===== src/rtl/rom_loader_pkg.sv =====
// rom_loader_pkg: shared FSM states, word width and FIFO entry layout for rom_loader
package rom_loader_pkg;

    typedef enum logic [1:0] {S_IDLE, S_LOAD, S_FLUSH, S_DONE} state_t;

    localparam int WORD_W   = 16;
    localparam int ADDR_MAX = 32;

    // Address field is sized for the widest supported target; rom_loader uses the low ADDR_BITS
    typedef struct packed {
        logic [ADDR_MAX-1:0] addr;
        logic [WORD_W-1:0]   data;
    } entry_t;

endpackage


===== src/rtl/rom_loader_fifo.sv =====
// rom_loader_fifo: small synchronous word FIFO with simultaneous push/pop and clear
module rom_loader_fifo
    import rom_loader_pkg::*;
#(
    parameter int DEPTH = 2
) (
    input  logic   clk_i,
    input  logic   reset_i,
    input  logic   clear_i,
    input  logic   push_i,
    input  entry_t entry_i,
    input  logic   pop_i,
    output entry_t head_o,
    output logic   full_o,
    output logic   empty_o
);

    localparam int PW = (DEPTH > 1) ? $clog2(DEPTH) : 1;
    localparam int CW = $clog2(DEPTH + 1);

    entry_t        mem_q [DEPTH];
    logic [PW-1:0] wr_q, rd_q;
    logic [CW-1:0] cnt_q;
    logic          do_push, do_pop;

    assign full_o  = cnt_q == CW'(DEPTH);
    assign empty_o = cnt_q == '0;
    assign head_o  = mem_q[rd_q];
    assign do_pop  = pop_i && !empty_o;
    assign do_push = push_i && (!full_o || do_pop);

    always_ff @(posedge clk_i) begin
        if (reset_i || clear_i) begin
            wr_q  <= '0;
            rd_q  <= '0;
            cnt_q <= '0;
        end else begin
            if (do_push) mem_q[wr_q] <= entry_i;
            wr_q  <= do_push ? wr_q + PW'(1) : wr_q;
            rd_q  <= do_pop ? rd_q + PW'(1) : rd_q;
            cnt_q <= cnt_q + CW'(do_push) - CW'(do_pop);
        end
    end

endmodule


===== src/rtl/rom_loader.sv =====
// rom_loader: packs the ioctl byte download into 16-bit words and writes them to ROM via req/ack
module rom_loader
    import rom_loader_pkg::*;
#(
    parameter int ADDR_BITS  = 20,
    parameter int FIFO_DEPTH = 2
) (
    input  logic                 clk_i,
    input  logic                 reset_i,
    input  logic                 ioctl_download_i,
    input  logic                 ioctl_wr_i,
    input  logic [ADDR_BITS:0]   ioctl_addr_i,
    input  logic [7:0]           ioctl_dout_i,
    output logic                 ioctl_wait_o,
    output logic [ADDR_BITS-1:0] mem_addr_o,
    output logic [WORD_W-1:0]    mem_din_o,
    output logic                 mem_we_o,
    input  logic                 mem_ack_i,
    output logic                 rom_loaded_o,
    output logic                 overflow_o
);

    state_t                state_q, state_d;
    logic                  dl_q;
    logic [7:0]            lo_q, lo_d;
    logic                  lo_v_q, lo_v_d;
    logic [ADDR_BITS-1:0]  lo_addr_q, lo_addr_d;
    logic                  we_q, we_d;
    logic [ADDR_BITS-1:0]  addr_q, addr_d;
    logic [WORD_W-1:0]     din_q, din_d;
    logic                  loaded_q, loaded_d;
    logic                  ovf_q, ovf_d;
    logic                  go, hi_wr, lo_wr, pad_push, push, pop, issue, full, empty;
    entry_t                push_e, head;
    logic                  unused_head_hi;

    assign go       = ioctl_download_i && !dl_q && (state_q == S_IDLE || state_q == S_DONE);
    assign hi_wr    = state_q == S_LOAD && ioctl_wr_i && ioctl_addr_i[0];
    assign lo_wr    = state_q == S_LOAD && ioctl_wr_i && !ioctl_addr_i[0];
    assign pop      = we_q && mem_ack_i;
    // The odd trailing byte waits for room rather than being dropped
    assign pad_push = state_q == S_FLUSH && lo_v_q && (!full || pop);
    assign push     = hi_wr || pad_push;
    assign issue    = !we_q && !empty;

    assign push_e.addr = ADDR_MAX'(hi_wr ? ioctl_addr_i[ADDR_BITS:1] : lo_addr_q);
    assign push_e.data = hi_wr ? {ioctl_dout_i, lo_v_q ? lo_q : 8'h00} : {8'h00, lo_q};
    assign unused_head_hi = ^head.addr[ADDR_MAX-1:ADDR_BITS];

    rom_loader_fifo #(.DEPTH(FIFO_DEPTH)) u_fifo (
        .clk_i   (clk_i),
        .reset_i (reset_i),
        .clear_i (go),
        .push_i  (push),
        .entry_i (push_e),
        .pop_i   (pop),
        .head_o  (head),
        .full_o  (full),
        .empty_o (empty)
    );

    always_comb begin
        state_d   = go ? S_LOAD :
                    (state_q == S_LOAD && !ioctl_download_i) ? S_FLUSH :
                    (state_q == S_FLUSH && empty && !we_q && !lo_v_q) ? S_DONE : state_q;
        lo_d      = lo_wr ? ioctl_dout_i : lo_q;
        lo_addr_d = lo_wr ? ioctl_addr_i[ADDR_BITS:1] : lo_addr_q;
        lo_v_d    = go ? 1'b0 : lo_wr ? 1'b1 : (hi_wr || pad_push) ? 1'b0 : lo_v_q;
        we_d      = pop ? 1'b0 : issue ? 1'b1 : we_q;
        addr_d    = issue ? head.addr[ADDR_BITS-1:0] : addr_q;
        din_d     = issue ? head.data : din_q;
        loaded_d  = go ? 1'b0 : (state_q == S_DONE) ? 1'b1 : loaded_q;
        ovf_d     = go ? 1'b0 : (hi_wr && full && !pop) ? 1'b1 : ovf_q;
    end

    always_ff @(posedge clk_i) begin
        if (reset_i) begin
            state_q   <= S_IDLE;
            dl_q      <= 1'b0;
            lo_q      <= '0;
            lo_v_q    <= 1'b0;
            lo_addr_q <= '0;
            we_q      <= 1'b0;
            addr_q    <= '0;
            din_q     <= '0;
            loaded_q  <= 1'b0;
            ovf_q     <= 1'b0;
        end else begin
            state_q   <= state_d;
            dl_q      <= ioctl_download_i;
            lo_q      <= lo_d;
            lo_v_q    <= lo_v_d;
            lo_addr_q <= lo_addr_d;
            we_q      <= we_d;
            addr_q    <= addr_d;
            din_q     <= din_d;
            loaded_q  <= loaded_d;
            ovf_q     <= ovf_d;
        end
    end

    assign ioctl_wait_o = full;
    assign mem_addr_o   = addr_q;
    assign mem_din_o    = din_q;
    assign mem_we_o     = we_q;
    assign rom_loaded_o = loaded_q;
    assign overflow_o   = ovf_q;

endmodule


===== config.mk =====
export PLATFORM = sky130hd
export DESIGN_NAME = rom_loader
export DESIGN_NICKNAME = d
export VERILOG_FILES = /design/src/rtl/rom_loader_pkg.sv /design/src/rtl/rom_loader_fifo.sv /design/src/rtl/rom_loader.sv
export SDC_FILE = /design/constraint.sdc
export NUM_CORES = 1
export LEC_CHECK = 0
export BUFFER_PORTS_ARGS = -buffer_cell sky130_fd_sc_hd__buf_2
export CAP_MARGIN = 30
export CELL_PAD_IN_SITES_DETAIL_PLACEMENT = 0
export CELL_PAD_IN_SITES_GLOBAL_PLACEMENT = 1
export CORE_MARGIN = 2
export CORE_UTILIZATION = 46
export DETAILED_ROUTE_END_ITERATION = 7
export HOLD_SLACK_MARGIN = 0.06
export PLACE_DENSITY_LB_ADDON = 0.08
export SKIP_LAST_GASP = 1
export SYNTH_ARGS = -nofsm -noshare
export SYNTH_HDL_FRONTEND = slang
export SYNTH_SLANG_ARGS = --single-unit

===== constraint.sdc =====
create_clock -name clk_i -period 3.3 [get_ports clk_i]
set_input_delay 0.495 -clock clk_i [delete_from_list [all_inputs] [get_ports clk_i]]
set_output_delay 0.495 -clock clk_i [all_outputs]
set_load 0.03 [all_outputs]

== Word level (Yosys, flattened, before mapping) ==
Memories as Yosys holds them, arrays and structs flattened. A register that Yosys moved wholly into a read port is not among the register bits.
Index checks and enable logic that the tools add are counted.

* Memories kept: 1
* Bits in writable memories: 72
* Output and inout bits: 40
* Bits in registers: 39

* Reduce and logical (&&, ||, !) cells: 37
* Eq/ne operators: 4
* $add $sub $neg: 4
* Multiplexer cells: 11

{| class="wikitable"
|+ Memories
! name !! words !! width !! rd ports !! clocked after memory_dff !! wr ports !! line !! source
|-
| u_fifo.mem_q || 2 || 36 || 1 || 1 || 1 || rom_loader_fifo.sv:21 || <nowiki>entry_t mem_q [DEPTH];</nowiki>
|}

{| class="wikitable"
|+ Operators by type and width
! kind !! count
|-
| $mux 20 || 1
|-
| $logic_and 1x1->1 || 17
|-
| $mux 16 || 1
|-
| $logic_not 1->1 || 8
|-
| $mux 8 || 1
|-
| $eq 2x2->1 const B || 3
|-
| $mux 1 || 6
|-
| $logic_or 1x1->1 || 5
|-
| $logic_not 2->1 || 2
|-
| $mux 2 || 2
|-
| $reduce_bool 2->1 || 2
|-
| $reduce_or 2->1 || 2
|-
| $reduce_bool 3->1 || 1
|-
| $add 1x1->1 const B || 2
|-
| $add 2x1->2 || 1
|-
| $eq 2x1->1 const B || 1
|-
| $sub 2x1->2 || 1
|}

== Logic depth before layout (Yosys ltp) ==
Gate-level depths: netlist of the first run.

* Word-level depth: 9
* Depth in mapped cells: 8
* Gate-level depth less buffers: 6

== Hierarchy ==
From an unflattened synthesis of the first run, not the netlist that was laid out.

* Cell total of the unflattened synthesis: 536
* Area total of the unflattened synthesis: 6653.9 um^2

{| class="wikitable"
|+ By module, submodules not included
! module !! cells each !! seq. area each (um^2) !! area each (um^2) !! instances
|-
| rom_loader_fifo || 179 || 2982.9 || 3698.5 || 1
|-
| rom_loader || 357 || 1421.4 || 2955.3 || 1
|}

== Worst setup path before layout of the first run ==
No wires, ideal clock.

* Path kind: register to register
* Start: reg state_q[0]
* End: mem u_fifo.mem_q[0][0] in the netlist's numbering (enable)
* Library setup time: 400 ps
* Cell stages (with the launch flop): 7
* Required time: 2900 ps
* Slack: 699 ps
* Period minus slack after synthesis: 2601 ps
* Arrival: 2201 ps
* Cell sequence: dfxtp_1 -> inv_1 -> ha_1 -> and3b_1 -> or2_0 -> buf_6 -> nor3b_4

* Longest elaborated chain between the ends: 8
* Elaborated cells between the ends (all ways): 16
* Classes of those cells: eq/ne: 3; mux: 3; reduce/logical: 10

{| class="wikitable"
|+ RTL lines
! what !! line !! source
|-
| start: declaration || rom_loader.sv:23 || <nowiki>state_t state_q, state_d;</nowiki>
|-
| start signal: assignment || rom_loader.sv:89 || <nowiki>state_q <= state_d;</nowiki>
|-
| $eq 2x1->1 or $eq 2x2->1 (tied branches) || rom_loader.sv:38, rom_loader.sv:42 ||
|-
| $logic_and 1x1->1, on equally long branches (2 in series) || rom_loader.sv:38, rom_loader.sv:42 ||
|-
| $logic_or 1x1->1 || rom_loader.sv:43 || <nowiki>assign push = hi_wr || pad_push;</nowiki>
|-
| $logic_and 1x1->1 || rom_loader_fifo.sv:30 || <nowiki>assign do_push = push_i && (!full_o || do_pop);</nowiki>
|-
| $mux 1 || rom_loader_fifo.sv:38 || <nowiki>if (do_push) mem_q[wr_q] <= entry_i;</nowiki>
|-
| $mux 1 * || rom_loader_fifo.sv:33 || <nowiki>if (reset_i || clear_i) begin</nowiki>
|-
| $mux 1 (implied by the code) * || rom_loader_fifo.sv:38 ||
|-
| end: declaration || rom_loader_fifo.sv:21 ||
|}

Every way passes the cells marked *; elsewhere a longest branch is shown, timed or not.

== Worst setup path in the final report of the first run ==
* Start: reg state_q[0]
* End: mem u_fifo.mem_q[0][23] in the netlist's numbering (enable)

Same word-level chain as after synthesis.

==> results of run 1 <==
==> cells in the mapped netlist, drive strengths merged <==
cell / n
and3b: 1
nand2: 61
nor2: 48
a21oi: 31
and3: 2
ha: 4
nor3b: 1
clkbuf: 11
a211oi: 39
buf: 17
mux2i: 36
inv: 4
dfxtp: 75
o21bai: 1
mux2: 20
edfxtp: 72
nor3: 2
xor2: 1
nand3: 1
a31oi: 1
a32oi: 1
or2: 2
a211o: 1
nor2b: 2
xnor2: 2
and2: 16
and2b: 2
==> sequential cells by signal (all words and copies together) (netlist names), 2 cells and up <==
name          count
u_fifo.mem_q     72
lo_addr_q        20
mem_addr_o       20
mem_din_o        16
lo_q              8
state_q           2
u_fifo.cnt_q      2
==> metrics by stage <==
stage          total power [mW]  instance area [um2]  setup WS [ns]  util [%]
2_1_floorplan              2.25                 5600          0.699         -
3_3_place_gp               2.34                 6050           1.04      50.6
3_5_place_dp               2.35                 6050          0.972      50.6
4_1_cts                    4.13                 6600          0.964      55.2
5_1_grt                    4.25                 6600          0.825      55.2
6_report                   4.09                 6600          0.979      55.2
==> cell type report <==
class | count | area (um2) | share of cell area (%)
clock buffers | 27 | 503 | 7.62
clock inverters | 5 | 50.0 | 0.758
inverters | 4 | 15.0 | 0.227
multi-input cells | 275 | 1770 | 26.8
flip-flops and latches | 147 | 3660 | 55.5
well taps | 147 | 184 | 2.79
repair buffers | 80 | 418 | 6.33
==> cells by family (layout without fill, tap and decap cells) <==
logic type,after synthesis,count (layout),share of synthesized area (%)
fa+ha+maj,4,4,0.894
buf+inv,32,116,2.97
mux,56,56,10.5
simple gates,138,138,11.0
compound gates,74,74,8.72
xor+xnor,3,3,0.470
flops,147,147,65.5
==> final timing paths <==
check,startpoint,endpoint,cells past startpoint
min,mem_ack_i,mem_we_o,2
max reg2reg,state_q[0],u_fifo.mem_q[0][23],6
min reg2reg,lo_q[7],lo_q[7],2
max,state_q[0],u_fifo.mem_q[0][23],6
==> metal layers <==
metal,up-vias,wire length [um]
li1,1760,-
met1,1613,4810
met2,78,5140
met3,13,493
met4,2,189
met5,-,7
==> power groups by stage <==
stage                     clock [mW]  sequential [mW]  combinational [mW]
after global placement             0             2.03               0.307
after detailed placement           0             2.04               0.311
after global routing            1.90             2.00               0.343
after CTS                       1.82             2.00               0.312
final                           1.78             2.00               0.307
after floorplan                    0             2.09               0.167
==> summary.txt, run 1 <==
Die H: 114 um
commonest non-fill, non-tap cell in the layout: dfxtp_1
later-pin clock latency in the skew report: 0.41 ns
Internal: 3.19 mW
Finished Layout Cells: 685
post_cts resized: 0
Area Growth Syn to Fin: 18.0%
Rel. slew slack: 39.2%
Min Clock Period, post-route: 2.32 ns
Die ar.: 0.0131 mm2
Reg power frac: 48.9%
DRT Wirelength: 10.6 mm
clk slew on worst S/H paths: 0.05 ns
Largest delay share family, worst path: simple AND/OR/NAND/NOR gates
fill count: 1038
global route total overflow: 0
H-tree Lvls: 4
sw power: 0.897 mW
die width: 114 um
crit path buf inv count: 2
placed cells: 653
Final Max Slew Viols: 0
Cell Area, Synth: 0.00560 mm2
endpoints failing setup: 0
post-CTS setup buffer count: 0
FP Rows: 40
Net Sw Frac: 21.9%
number of antenna violations at the first check in global routing: 1
HP Class: input pin to flip-flop
Peak Freq: 431 MHz
largest net degree at the start of global routing: 73
top post-synthesis cells by area: edfxtp_1, dfxtp_1, mux2i_1, a211oi_1, nand2_1
share of cells above drive strength 1: 25.1%
Synth Area per Inst: 12.3 um2
Via density: 5.06
Routed wire per std cell: 15.5 um
Fin. Hold Viols: 0
Worst Tran Pin Value: 0.912 ns
max-capacitance violation count: 0
period utilisation layout: 70.3%
clock sinks: 147
Worst Path Max Fanout: 27
routability congestion estimate: 0.751
Initial DRC Count: 140
commonest non-fill, non-tap cells in the layout: dfxtp_1, buf_2, edfxtp_1, nand2_1, nor2_1
Clock Path Buffers: 2
Root Driver: clkbuf_16
antenna fix cells: 0
met3 usage: 5.24%
PortBufs: 73
VDD IR max: 0.000323 V
pwr/cell area: 619 mW/mm2
clock network fraction of design power: 43.6%
Seq cells post-synth: 147
number of global-route vias before repair: 3499
first-pass GRT wire length: 17.3 mm
Syn Nets: 492
vias after detailed routing: 3466
GR Util met1: 22.0%
CP Cell Sequence: inv_1 -> ha_1 -> and3b_1 -> or2_0 -> nor3b_4 -> buf_4
Worst EP required: 3.37 ns
Routed Antenna Nets: 0
Yosys top cell area share: 38.6%
kind of critical path: flip-flop to flip-flop
unrepaired setup endpoints after global routing: false
critical path startpoint category: flip-flop
largest area contributor in the netlist: edfxtp_1
Synth warnings: 0
DR pass1 iterations: 4
Combinational Power Share: 7.5%
TNS Setup: 0 ns
register area share after synthesis: 65.5%
Hold Buf Count CTS: 0
Distinct cells, synth: 38
synthesized instance count: 454
flop2flop setup slack: 0.98 ns
Core Box Area: 0.0120 mm2
CP Capture Type: flip-flop
crit path DAT: 2.39 ns
Final nets: 563
Post-DP HPWL: 6.53 mm
met2 Use GR: 28.1%
highest cell delay on the worst timing path: 0.40 ns
TritonCTS clock tree: done
status: completed
Initial Util: 46.8%
clock skew: 0.00690 ns
DRC: 0
total track usage: 17.5%
IO Count: 74
GRT busiest layer: met2
Leak: 2.41 nW
Critical-path top delay cell: or2_0
WHS: 0.281 ns
CTS Buf Count: 17
Note: power is estimated with default switching activity, not from simulation.
==> inputs of run 2 (changes only) <==
==> constraint.sdc (replaced) <==
create_clock -name clk_i -period 2.2 [get_ports clk_i]
set_input_delay 0.33 -clock clk_i [delete_from_list [all_inputs] [get_ports clk_i]]
set_output_delay 0.33 -clock clk_i [all_outputs]
set_load 0.03 [all_outputs]
==> run 2 against run 1 <==
Effect of this change:
- wire length decreased by 1.2%
- critical endpoint is now u_fifo.mem_q[0][10]
- critical path depth is the same
- global-route usage barely moved
- largest cell class unchanged
- worst setup slack got worse by 0.70 ns
- worst hold slack worse by 0.16 ns
- flip-flop and latch count unchanged
- clock power up 67%
- sequential share of layout area is 1.5 points lower
- highest routed layer is now met4
==> summary.txt, run 2 (same netlist as run 1, synthesis figures left out) <==
DR pass1 iterations: 4
Clock Path Buffers: 2
clk slew on worst S/H paths: 0.05 ns
total track usage: 17.6%
IO Count: 74
Initial Util: 46.8%
Final Max Slew Viols: 0
Fin. Hold Viols: 0
global route total overflow: 0
max-capacitance violation count: 0
GRT busiest layer: met2
crit path DAT: 2.03 ns
Worst EP required: 2.31 ns
max reg flops: 72
RR Endpoint: u_fifo.mem_q[0][10]
FP Rows: 40
Min Clock Period, post-route: 1.92 ns
TNS Setup: 0 ns
Post-DP HPWL: 6.77 mm
Critical Path Sink: u_fifo.mem_q[0][10]
VDD IR max: 0.000491 V
Area Growth Syn to Fin: 21.3%
Root Driver: clkbuf_16
H-tree Lvls: 4
clock skew: 0.00362 ns
later-pin clock latency in the skew report: 0.41 ns
Hold Buf Count CTS: 0
routability congestion estimate: 0.812
vias after detailed routing: 3476
Peak Freq: 521 MHz
share of cells above drive strength 1: 27.0%
flop2flop setup slack: 0.28 ns
post-CTS setup buffer count: 0
Rel. slew slack: 60.7%
status: completed
GR Util met1: 22.0%
Die H: 114 um
Core Box Area: 0.0120 mm2
post_cts resized: 0
final total power: 6.45 mW
unrepaired setup endpoints after global routing: false
endpoints failing setup: 0
PortBufs: 73
fill count: 1015
Final nets: 570
largest net degree at the start of global routing: 73
Die ar.: 0.0131 mm2
TritonCTS clock tree: done
first-pass GRT wire length: 16.9 mm
CTS Buf Count: 17
most flop-heavy register: u_fifo.mem_q
Worst Tran Pin Value: 0.589 ns
Routed wire per std cell: 15.2 um
number of antenna violations at the first check in global routing: 0
DRT Wirelength: 10.5 mm
Worst Path Max Fanout: 27
HP Class: input pin to flip-flop
met3 usage: 6.19%
critical path startpoint category: flip-flop
DRC: 0
CP Capture Type: flip-flop
Routed Antenna Nets: 0
commonest non-fill, non-tap cells in the layout: dfxtp_1, buf_2, edfxtp_1, nand2_1, nor2_1
Leak: 2.50 nW
start point of the critical path: state_q[0]
clock sinks: 147
met2 Use GR: 27.7%
register area: 0.00367 mm2
Initial DRC Count: 195
kind of critical path: flip-flop to flip-flop
Via density: 5.02
pwr/cell area: 950 mW/mm2
Multi-input gate area: 0.00177 mm2
period utilisation layout: 87.3%
FF-to-FF path depth: 6
number of global-route vias before repair: 3384
die width: 114 um
R2R Path Start: state_q[0]
-- run 2: changes by cell type in the layout (fill, tap and decap cells not counted) --
cell | before | now
buf_12 | 0 | 5
bufinv_16 | 1 | 4
clkinvlp_4 | 0 | 1
clkinv_2 | 4 | 6
diode_2 | 0 | 1
clkbuf_1 | 6 | 2
clkbuf_8 | 4 | 2
dfxtp_1 | 74 | 73
buf_4 | 7 | 9
dfxtp_2 | 1 | 2
-- run 2: worst max-delay path, cell delays in order, from the launching register on --
cell and delay [ns]:
dfxtp_2 0.35, inv_1 0.05, ha_1 0.27, and3b_1 0.19
or2_0 0.26, nor3b_4 0.26, buf_12 0.23
-- run 2: worst min path at each step --
stage                    end     startpoint  depth (start not counted)
2_1_floorplan        lo_q[0]        lo_q[0]                          2
3_3_place_gp   lo_addr_q[12]  lo_addr_q[12]                          2
3_5_place_dp         lo_q[0]        lo_q[0]                          2
4_1_cts             mem_we_o      mem_ack_i                          2
5_1_grt             mem_we_o      mem_ack_i                          2
6_report            mem_we_o      mem_ack_i                          2
-- run 2: per-stage QoR --
step / hold slack (ns) / cells / instance area [um2] / setup WS (ns) / utilization, %
2_1_floorplan: 0.432 / 454 / 5600 / -0.350 / -
3_3_place_gp: 0.439 / 660 / 6170 / 0.299 / 51.5
3_5_place_dp: 0.445 / 660 / 6170 / 0.264 / 51.5
4_1_cts: 0.103 / 692 / 6780 / 0.254 / 56.7
5_1_grt: 0.117 / 692 / 6780 / 0.141 / 56.7
6_report: 0.123 / 693 / 6790 / 0.279 / 56.7
-- run 2: metal layers --
metal	wire (um)	share of wire (%)
met1	4760	45
met2	5030	48
met3	556	5.3
met4	180	1.7
met5	0	0
-- run 2: area by class of cell --
cell class	count	area share (%)
sequential	147	54.0
inverter	4	0.221
clock buffer	21	6.78
antenna	1	0.0369
multi-input combinational	275	26.1
timing repair buffer	87	7.85
clock inverter	11	2.32
tap	147	2.71
-- run 2: power by group --
part,total (mW),internal (mW),switching [mW]
logic,0.478,0.175,0.303
clock network,2.97,1.94,1.03
registers,3.00,2.96,0.0400
total,6.45,5.08,1.37
